==> config.mk <==
export PLATFORM = sky130hd
export DESIGN_NAME = reg_access_master
export DESIGN_NICKNAME = d
export VERILOG_FILES = /design/src/rtl/reg_access_master.sv
export SDC_FILE = /design/constraint.sdc
export NUM_CORES = 1
export LEC_CHECK = 0
export BUFFER_PORTS_ARGS = -buffer_cell sky130_fd_sc_hd__buf_2
export CELL_PAD_IN_SITES_DETAIL_PLACEMENT = 0
export CELL_PAD_IN_SITES_GLOBAL_PLACEMENT = 1
export CORE_ASPECT_RATIO = 0.7
export CORE_MARGIN = 1
export CORE_UTILIZATION = 39
export CTS_CLUSTER_SIZE = 20
export DETAILED_ROUTE_END_ITERATION = 12
export GPL_TIMING_DRIVEN = 0
export MAX_ROUTING_LAYER = met4
export PLACE_DENSITY = 0.92
export SLEW_MARGIN = 20
export SYNTH_ARGS = -nofsm -noshare
export SYNTH_HDL_FRONTEND = slang
export SYNTH_SLANG_ARGS = --single-unit
==> constraint.sdc <==
create_clock -name clk_i -period 2.2 [get_ports clk_i]
set_clock_uncertainty 0.05 [all_clocks]
set_input_delay 0.33 -clock clk_i [delete_from_list [all_inputs] [get_ports clk_i]]
set_output_delay 0.33 -clock clk_i [all_outputs]
set_load 0.005 [all_outputs]
==> src/rtl/reg_access_master.sv <==
// Command-to-register-bus bridge: turns valid/ready read, write and RMW commands
// into single-cycle bank accesses and returns one response per command.
module reg_access_master #(
  parameter int addr_size = 8,
  parameter int NUM_ADDR  = 9
) (
  input  logic                 clk_i,
  input  logic                 rst_i,
  input  logic                 cmd_valid_i,
  output logic                 cmd_ready_o,
  input  logic [1:0]           cmd_op_i,
  input  logic [addr_size-1:0] cmd_addr_i,
  input  logic [7:0]           cmd_wdata_i,
  input  logic [7:0]           cmd_mask_i,
  output logic                 rsp_valid_o,
  input  logic                 rsp_ready_i,
  output logic [7:0]           rsp_rdata_o,
  output logic                 rsp_err_o,
  output logic                 acc_en_o,
  output logic                 wr_en_o,
  output logic [addr_size-1:0] addr_o,
  output logic [7:0]           wdata_o,
  input  logic [7:0]           rdata_i
);

  typedef enum logic [2:0] {
    S_IDLE,
    S_RD,
    S_WR,
    S_RMW_RD,
    S_RMW_WR,
    S_RESP
  } state_t;

  state_t               r_state;
  state_t               w_state_next;
  logic                 r_out_en;
  logic [addr_size-1:0] r_addr;
  logic [7:0]           r_wdata;
  logic [7:0]           r_mask;
  logic [7:0]           r_rdata;
  logic                 r_err;

  logic                 w_capture;
  logic                 w_cmd_err;
  logic [7:0]           w_rmw_data;

  assign w_capture  = cmd_valid_i && cmd_ready_o;
  assign w_cmd_err  = (cmd_op_i == 2'b11) || (32'(cmd_addr_i) >= 32'(NUM_ADDR));
  assign w_rmw_data = (r_rdata & ~r_mask) | (r_wdata & r_mask);

  always_ff @(posedge clk_i or posedge rst_i) begin
    if (rst_i) begin
      r_state <= S_IDLE;
    end else begin
      r_state <= w_state_next;
    end
  end

  // r_out_en keeps cmd_ready_o low until the first edge after reset release.
  always_ff @(posedge clk_i or posedge rst_i) begin
    if (rst_i) begin
      r_out_en <= 1'b0;
      r_addr   <= '0;
      r_wdata  <= 8'h00;
      r_mask   <= 8'h00;
      r_rdata  <= 8'h00;
      r_err    <= 1'b0;
    end else begin
      r_out_en <= 1'b1;
      if (w_capture) begin
        r_addr  <= cmd_addr_i;
        r_wdata <= cmd_wdata_i;
        r_mask  <= cmd_mask_i;
        r_rdata <= 8'h00;
        r_err   <= w_cmd_err;
      end else if ((r_state == S_RD) || (r_state == S_RMW_RD)) begin
        r_rdata <= rdata_i;
      end
    end
  end

  always_comb begin
    w_state_next = r_state;
    case (r_state)
      S_IDLE: begin
        if (w_capture) begin
          if (w_cmd_err) begin
            w_state_next = S_RESP;
          end else begin
            case (cmd_op_i)
              2'b00:   w_state_next = S_RD;
              2'b01:   w_state_next = S_WR;
              default: w_state_next = S_RMW_RD;
            endcase
          end
        end
      end
      S_RD:     w_state_next = S_RESP;
      S_WR:     w_state_next = S_RESP;
      S_RMW_RD: w_state_next = S_RMW_WR;
      S_RMW_WR: w_state_next = S_RESP;
      S_RESP: begin
        if (rsp_ready_i) begin
          w_state_next = S_IDLE;
        end
      end
      default:  w_state_next = S_IDLE;
    endcase
  end

  // Outputs decode only state and captured registers, never cmd_* directly.
  always_comb begin
    cmd_ready_o = 1'b0;
    rsp_valid_o = 1'b0;
    rsp_rdata_o = 8'h00;
    rsp_err_o   = 1'b0;
    acc_en_o    = 1'b0;
    wr_en_o     = 1'b0;
    addr_o      = '0;
    wdata_o     = 8'h00;
    case (r_state)
      S_IDLE: begin
        cmd_ready_o = r_out_en;
      end
      S_RD, S_RMW_RD: begin
        acc_en_o = 1'b1;
        addr_o   = r_addr;
      end
      S_WR: begin
        acc_en_o = 1'b1;
        wr_en_o  = 1'b1;
        addr_o   = r_addr;
        wdata_o  = r_wdata;
      end
      S_RMW_WR: begin
        acc_en_o = 1'b1;
        wr_en_o  = 1'b1;
        addr_o   = r_addr;
        wdata_o  = w_rmw_data;
      end
      S_RESP: begin
        rsp_valid_o = 1'b1;
        rsp_rdata_o = r_rdata;
        rsp_err_o   = r_err;
      end
      default: begin
        cmd_ready_o = 1'b0;
      end
    endcase
  end

endmodule

* Word-level counts from Yosys, hierarchy flattened
Cells that the tools add are included.
** Word-level totals
- Logic and storage cells :: 46
- Register bits after elaboration :: 37
- Output and inout bits :: 29
** Cells by class
- Bitwise gates (word level) :: 4
- Eq/ne operators :: 9
- Mux-type cells :: 15
- Order comparisons :: 1
- Reduce and logical (&&, ||, !) cells :: 10
** Operators by type and width (number)
- two-way mux 8 bit :: 4
- bitwise AND 8 bit :: 2
- one-hot mux 8 bit (2 select lines) :: 1
- one-hot mux 3 bit (4 select lines) :: 1
- two-way mux 3 bit :: 3
- greater-or-equal comparator 8 x 4 -> 1 bit, second input constant :: 1
- NOT 8 bit :: 1
- bitwise OR 8 bit :: 1
- == test 3 x 2 -> 1 bit, second input constant :: 2
- == test 3 bit, second input constant :: 2
- two-way mux 1 bit :: 5
- inequality test 2 bit, second input constant :: 2
- one-hot mux 2 bit (2 select lines) :: 1
- OR reduction 4 bit :: 1
- == test 3 x 1 -> 1 bit, second input constant :: 1
- logical NOT 3 bit :: 1
- OR reduction 3 bit :: 1
- == test 2 x 1 -> 1 bit, second input constant :: 1
- == test 2 bit, second input constant :: 1
- logical NOT 2 bit :: 1
- logical OR 1 bit :: 2
- AND reduction 2 bit :: 1
- nonzero test 2 bit :: 1
- OR reduction 2 bit :: 1
- logical AND 1 bit :: 1

* Logic depth before layout (Yosys ltp)
- Word-level depth :: 5
- Gate-level depth with buffers :: 6
- Depth with buffers taken out :: 3

* Least setup slack after synthesis
No wires, ideal clock.
- Path type :: register to output
- Start :: reg r_state[1]
- End :: out addr_o[0]
- Path buffers :: 2
- Data arrival time :: 1.231 ns
- Cell stages (with the launch flop) :: 5
- Setup slack :: 0.589 ns
- Cells stage by stage :: dfrtp_1 > clkbuf_2 > or3_4 > clkbuf_1 > and3_1
** Between the ends
- Word-level cells in the longest chain between the ends :: 3
** RTL lines
- start: declaration :: line 35 : state_t r_state;
- start signal: assignment :: line 56 : r_state <= w_state_next;
- == test 3 x 1 -> 1 bit (tied with other cells) :: line 122 : case (r_state)
- OR reduction 4 bit (no line) (*)
- two-way mux 8 bit (*) :: line 122
- end: declaration :: line 21 : output logic [addr_size-1:0] addr_o,
Mark *: on every way between the ends. The rest lies on a longest branch, timed or not.

* Worst setup path in the final report
- Start :: reg r_state[2]
- End :: out wdata_o[2]
** Between the ends
- Word-level cells in the longest chain between the ends :: 2
** RTL lines
- == test 3 bit / == test 3 x 2 -> 1 bit (equally long branches) :: line 122
- one-hot mux 8 bit (2 select lines) (*) :: line 122
- end: declaration :: line 22 : output logic [7:0] wdata_o,
Marks and branches as above.

==> summary.md <==
| Metric | Value |
|---|---|
| Outcome | complete, no violations |
| Fmax achieved | about 0.49 GHz |
| # setup viols final | 0 |
| Dpl ws | between 200 and 300 ps |
| Post-synth cell types | 36 |
| Critical Path RT | between 1500 and 2000 ps |
| Final WL | slightly below 5000 um |
| Post-detail-place hpwl | 3500 um |
| Total GRT Usage | 0.198 |
| Root Buffer | clkbuf_8 |
| Clk Latency, worst-skew pair | 290 ps |
| DP Area | around 2400 um^2 |
| Crit path time final | roughly 2000 ps |
| Setup TNS | 0 ps |
| Synth Area in Adders | 0 |
| Clock sink count | 37 |
| Num rows | 21 |
| Port Buffers | 66 |
| Clock-pin slew on the worst setup and hold paths | around 70 ps |
| Vias in the first global route | about 1500 |
| Hold_ws | between 200 and 250 ps |
| DRT iter0 DRCs | 58 |
| Clock Tree Buf Depth | 2 |
| Core area | between 4000 and 5000 um^2 |
| Grt total ovfl | 0 |
| Ports | 67 |
| Final WS setup | about 170 ps |
| Hold violation count in the final report | 0 |
| DRT Pass-1 Iters | 4 |
| CP Max Fanout | 10 |
| Leading post-synthesis cells by cell area | dfrtp_1, mux2_4, and3_1, mux2_2, mux2i_1 |
| Crit path DAT | 1650 ps |
| Post-Synth Simple-Gate Area | 0.151 |
| Yosys reg bits | 37 |
| DR vias | roughly 1500 |
| Peak supply drop | around 0.00052 V |
| RD Place Congestion | between 0.8 and 0.9 |
| Post-DRT Antenna Nets | 0 |
| Cell accounting for the most synthesized area | dfrtp_1 |
| Post-synthesis cell count | roughly 170 |
| RSZ-0062 raised after global routing | no |
| Synth Warn # | 0 |
| Die width | between 80 and 90 um |
| Syn_nets | ~210 |
| First-pass GRT wire length | between 7000 and 8000 um |
| Final worst-path cycle share | 0.925 |
| Antenna violations before repair | 0 |
| Layout cells sized above 1 | 0.500 |
| Post-CTS setup buffer count | 0 |
| Die Y | about 62 um |
| # H-tree levels | 2 |
| Initial core utilization | 0.414 |
| DR WL/cell | between 15 and 20 um |
| Nets | approximately 280 |
| Syn Area/Cell | 12.0 um^2 |
| CP Launch Type | register |
| Largest net degree at the start of global routing | 30 |
| Kind of critical path | register to output pin |
| CTS tree | built |
| Antenna Cells | 0 |
| Synthesis-to-finish area growth | 28.2% |
| Die area | 5450 um^2 |
| CP Capture Type | output pin |
| Fin area | approximately 2600 um^2 |
| Cell Pwr Density | between 1000 and 1500 nW/um^2 |
| Seq/Total Area, Yosys | 0.460 |
| Total CTS buffers | 5 |
| Largest family of logic cells by synthesized area | multiplexers |
| Fin. max-slew vios | 0 |
| Hold crit path type | input pin to register |
| Vias per inst | 4.98 |
| Leak | 0.00132 uW |
| Mux cell area share after synthesis | 0.247 |
| DRC Markers | 0 |
| Post-Synth XOR/XNOR Area | 0 |
| Synthesized cell area | between 2000 and 2500 um^2 |
| Compound-Gate Fraction of Synth Area | 0.0747 |
| Top-area cell type share of the netlist area | 0.460 |
| Max_cap viols | 0 |
[area by class of cell]
cell class | count | area, um^2
timing repair buffer | 68 | 360
buffer | 12 | 115
multi-input combinational | 113 | 957
clock buffer | 7 | 86.3
tap | 69 | 86.3
sequential | 37 | 927
inverter | 4 | 15.0
clock inverter | 1 | 30.0
fill | 432 | 2280
[registers in the layout, summed over array words and instances (netlist names)]
register and flops:
r_err 1, r_out_en 1, r_state 3, r_addr 8
r_rdata 8, r_mask 8, r_wdata 8
[Yosys cell counts, drive strengths merged]
| cell type | instances |
|---|---|
| o21ba | 1 |
| a32oi | 1 |
| and3b | 3 |
| conb | 1 |
| nand2 | 3 |
| mux2 | 30 |
| buf | 7 |
| a31oi | 2 |
| mux2i | 8 |
| clkbuf | 7 |
| and2b | 1 |
| a21oi | 4 |
| a2111o | 1 |
| a31o | 1 |
| and2 | 2 |
| nor3b | 1 |
| nand3b | 3 |
| nor3 | 1 |
| nor2 | 14 |
| nor4 | 1 |
| o31ai | 1 |
| or3 | 1 |
| nor2b | 2 |
| dfrtp | 37 |
| nand3 | 2 |
| o21ai | 5 |
| a22oi | 5 |
| inv | 4 |
| o311ai | 1 |
| and3 | 18 |
[cell usage in the layout (no fill, tap or decap), drive strengths merged]
cell	count
a22oi	5
a2111o	1
and3b	3
mux2	30
nor3b	1
dfrtp	37
inv	4
nor3	1
or3	1
clkbuf	12
and3	18
o311ai	1
a31oi	2
mux2i	8
and2b	1
o21ai	5
conb	1
buf	74
nor4	1
nor2	14
dlygate4sd3	1
bufinv	1
o31ai	1
nand3b	3
nand3	2
a21oi	4
a32oi	1
o21ba	1
nor2b	2
and2	2
a31o	1
nand2	3
[worst max-delay path: stages (launching register included)]
cell      delay, ps
dfrtp_1         400
clkbuf_4        190
nor2b_1         110
clkbuf_2        230
o21ai_0         120
a21oi_1         160
buf_2           140
[routing by layer]
metal / GRT usage / share of wire / up-vias
met5: - / 0 / -
met4: 0.0632 / 0.011 / 0
met3: 0.0410 / 0.056 / 8
met2: 0.269 / 0.41 / 51
met1: 0.293 / 0.53 / 743
li1: - / - / 746
[through the flow]
| step | total power [uW] | utilization | cells |
|---|---|---|---|
| 3_5_place_dp | 2860 | 0.503 | 304 |
| 6_report | 3490 | 0.530 | 311 |
| 4_1_cts | 3480 | 0.529 | 312 |
| 5_1_grt | 3720 | 0.530 | 311 |
| 3_3_place_gp | 2810 | 0.499 | 303 |
| 2_1_floorplan | 2320 | - | 168 |
[report_power, final]
group	total, uW	switching [uW]	internal (uW)
sequential	1220	212	1010
clock	611	241	370
combinational	1660	710	946
total	3490	1160	2320
[what timing repair did]
item	CTS	global route
hold buffers	1	0
resized for setup	2	6
hold endpoints to repair	8	0
setup endpoints to repair	15	11
[worst paths after layout]
check | slack, ps | startpoint | cells past startpoint | end
max reg2reg | 520 | r_state[0]$_DFFE_PP0P_ | 6 | r_mask[1]$_DFFE_PP0P_
max | 170 | r_state[2]$_DFFE_PP0P_ | 6 | wdata_o[2]
min in group asynchronous | 440 | rst_i | 3 | r_rdata[3]$_DFFE_PP0P_
max in group asynchronous | 1220 | rst_i | 4 | r_state[1]$_DFFE_PP0P_
min reg2reg | 450 | r_addr[6]$_DFFE_PP0P_ | 1 | r_addr[6]$_DFFE_PP0P_
min | 220 | cmd_mask_i[5] | 2 | r_mask[5]$_DFFE_PP0P_
[logic make-up (layout without fill, tap and decap cells)]
| group | after synthesis | in the layout |
|---|---|---|
| buffers and inverters | 18 | 92 |
| DFF | 37 | 37 |
| other | 1 | 1 |
| AOI/OAI and AO/OA | 22 | 22 |
| and+or+nand+nor | 52 | 52 |
| muxes | 38 | 38 |
(Power assumes the default switching activity.)
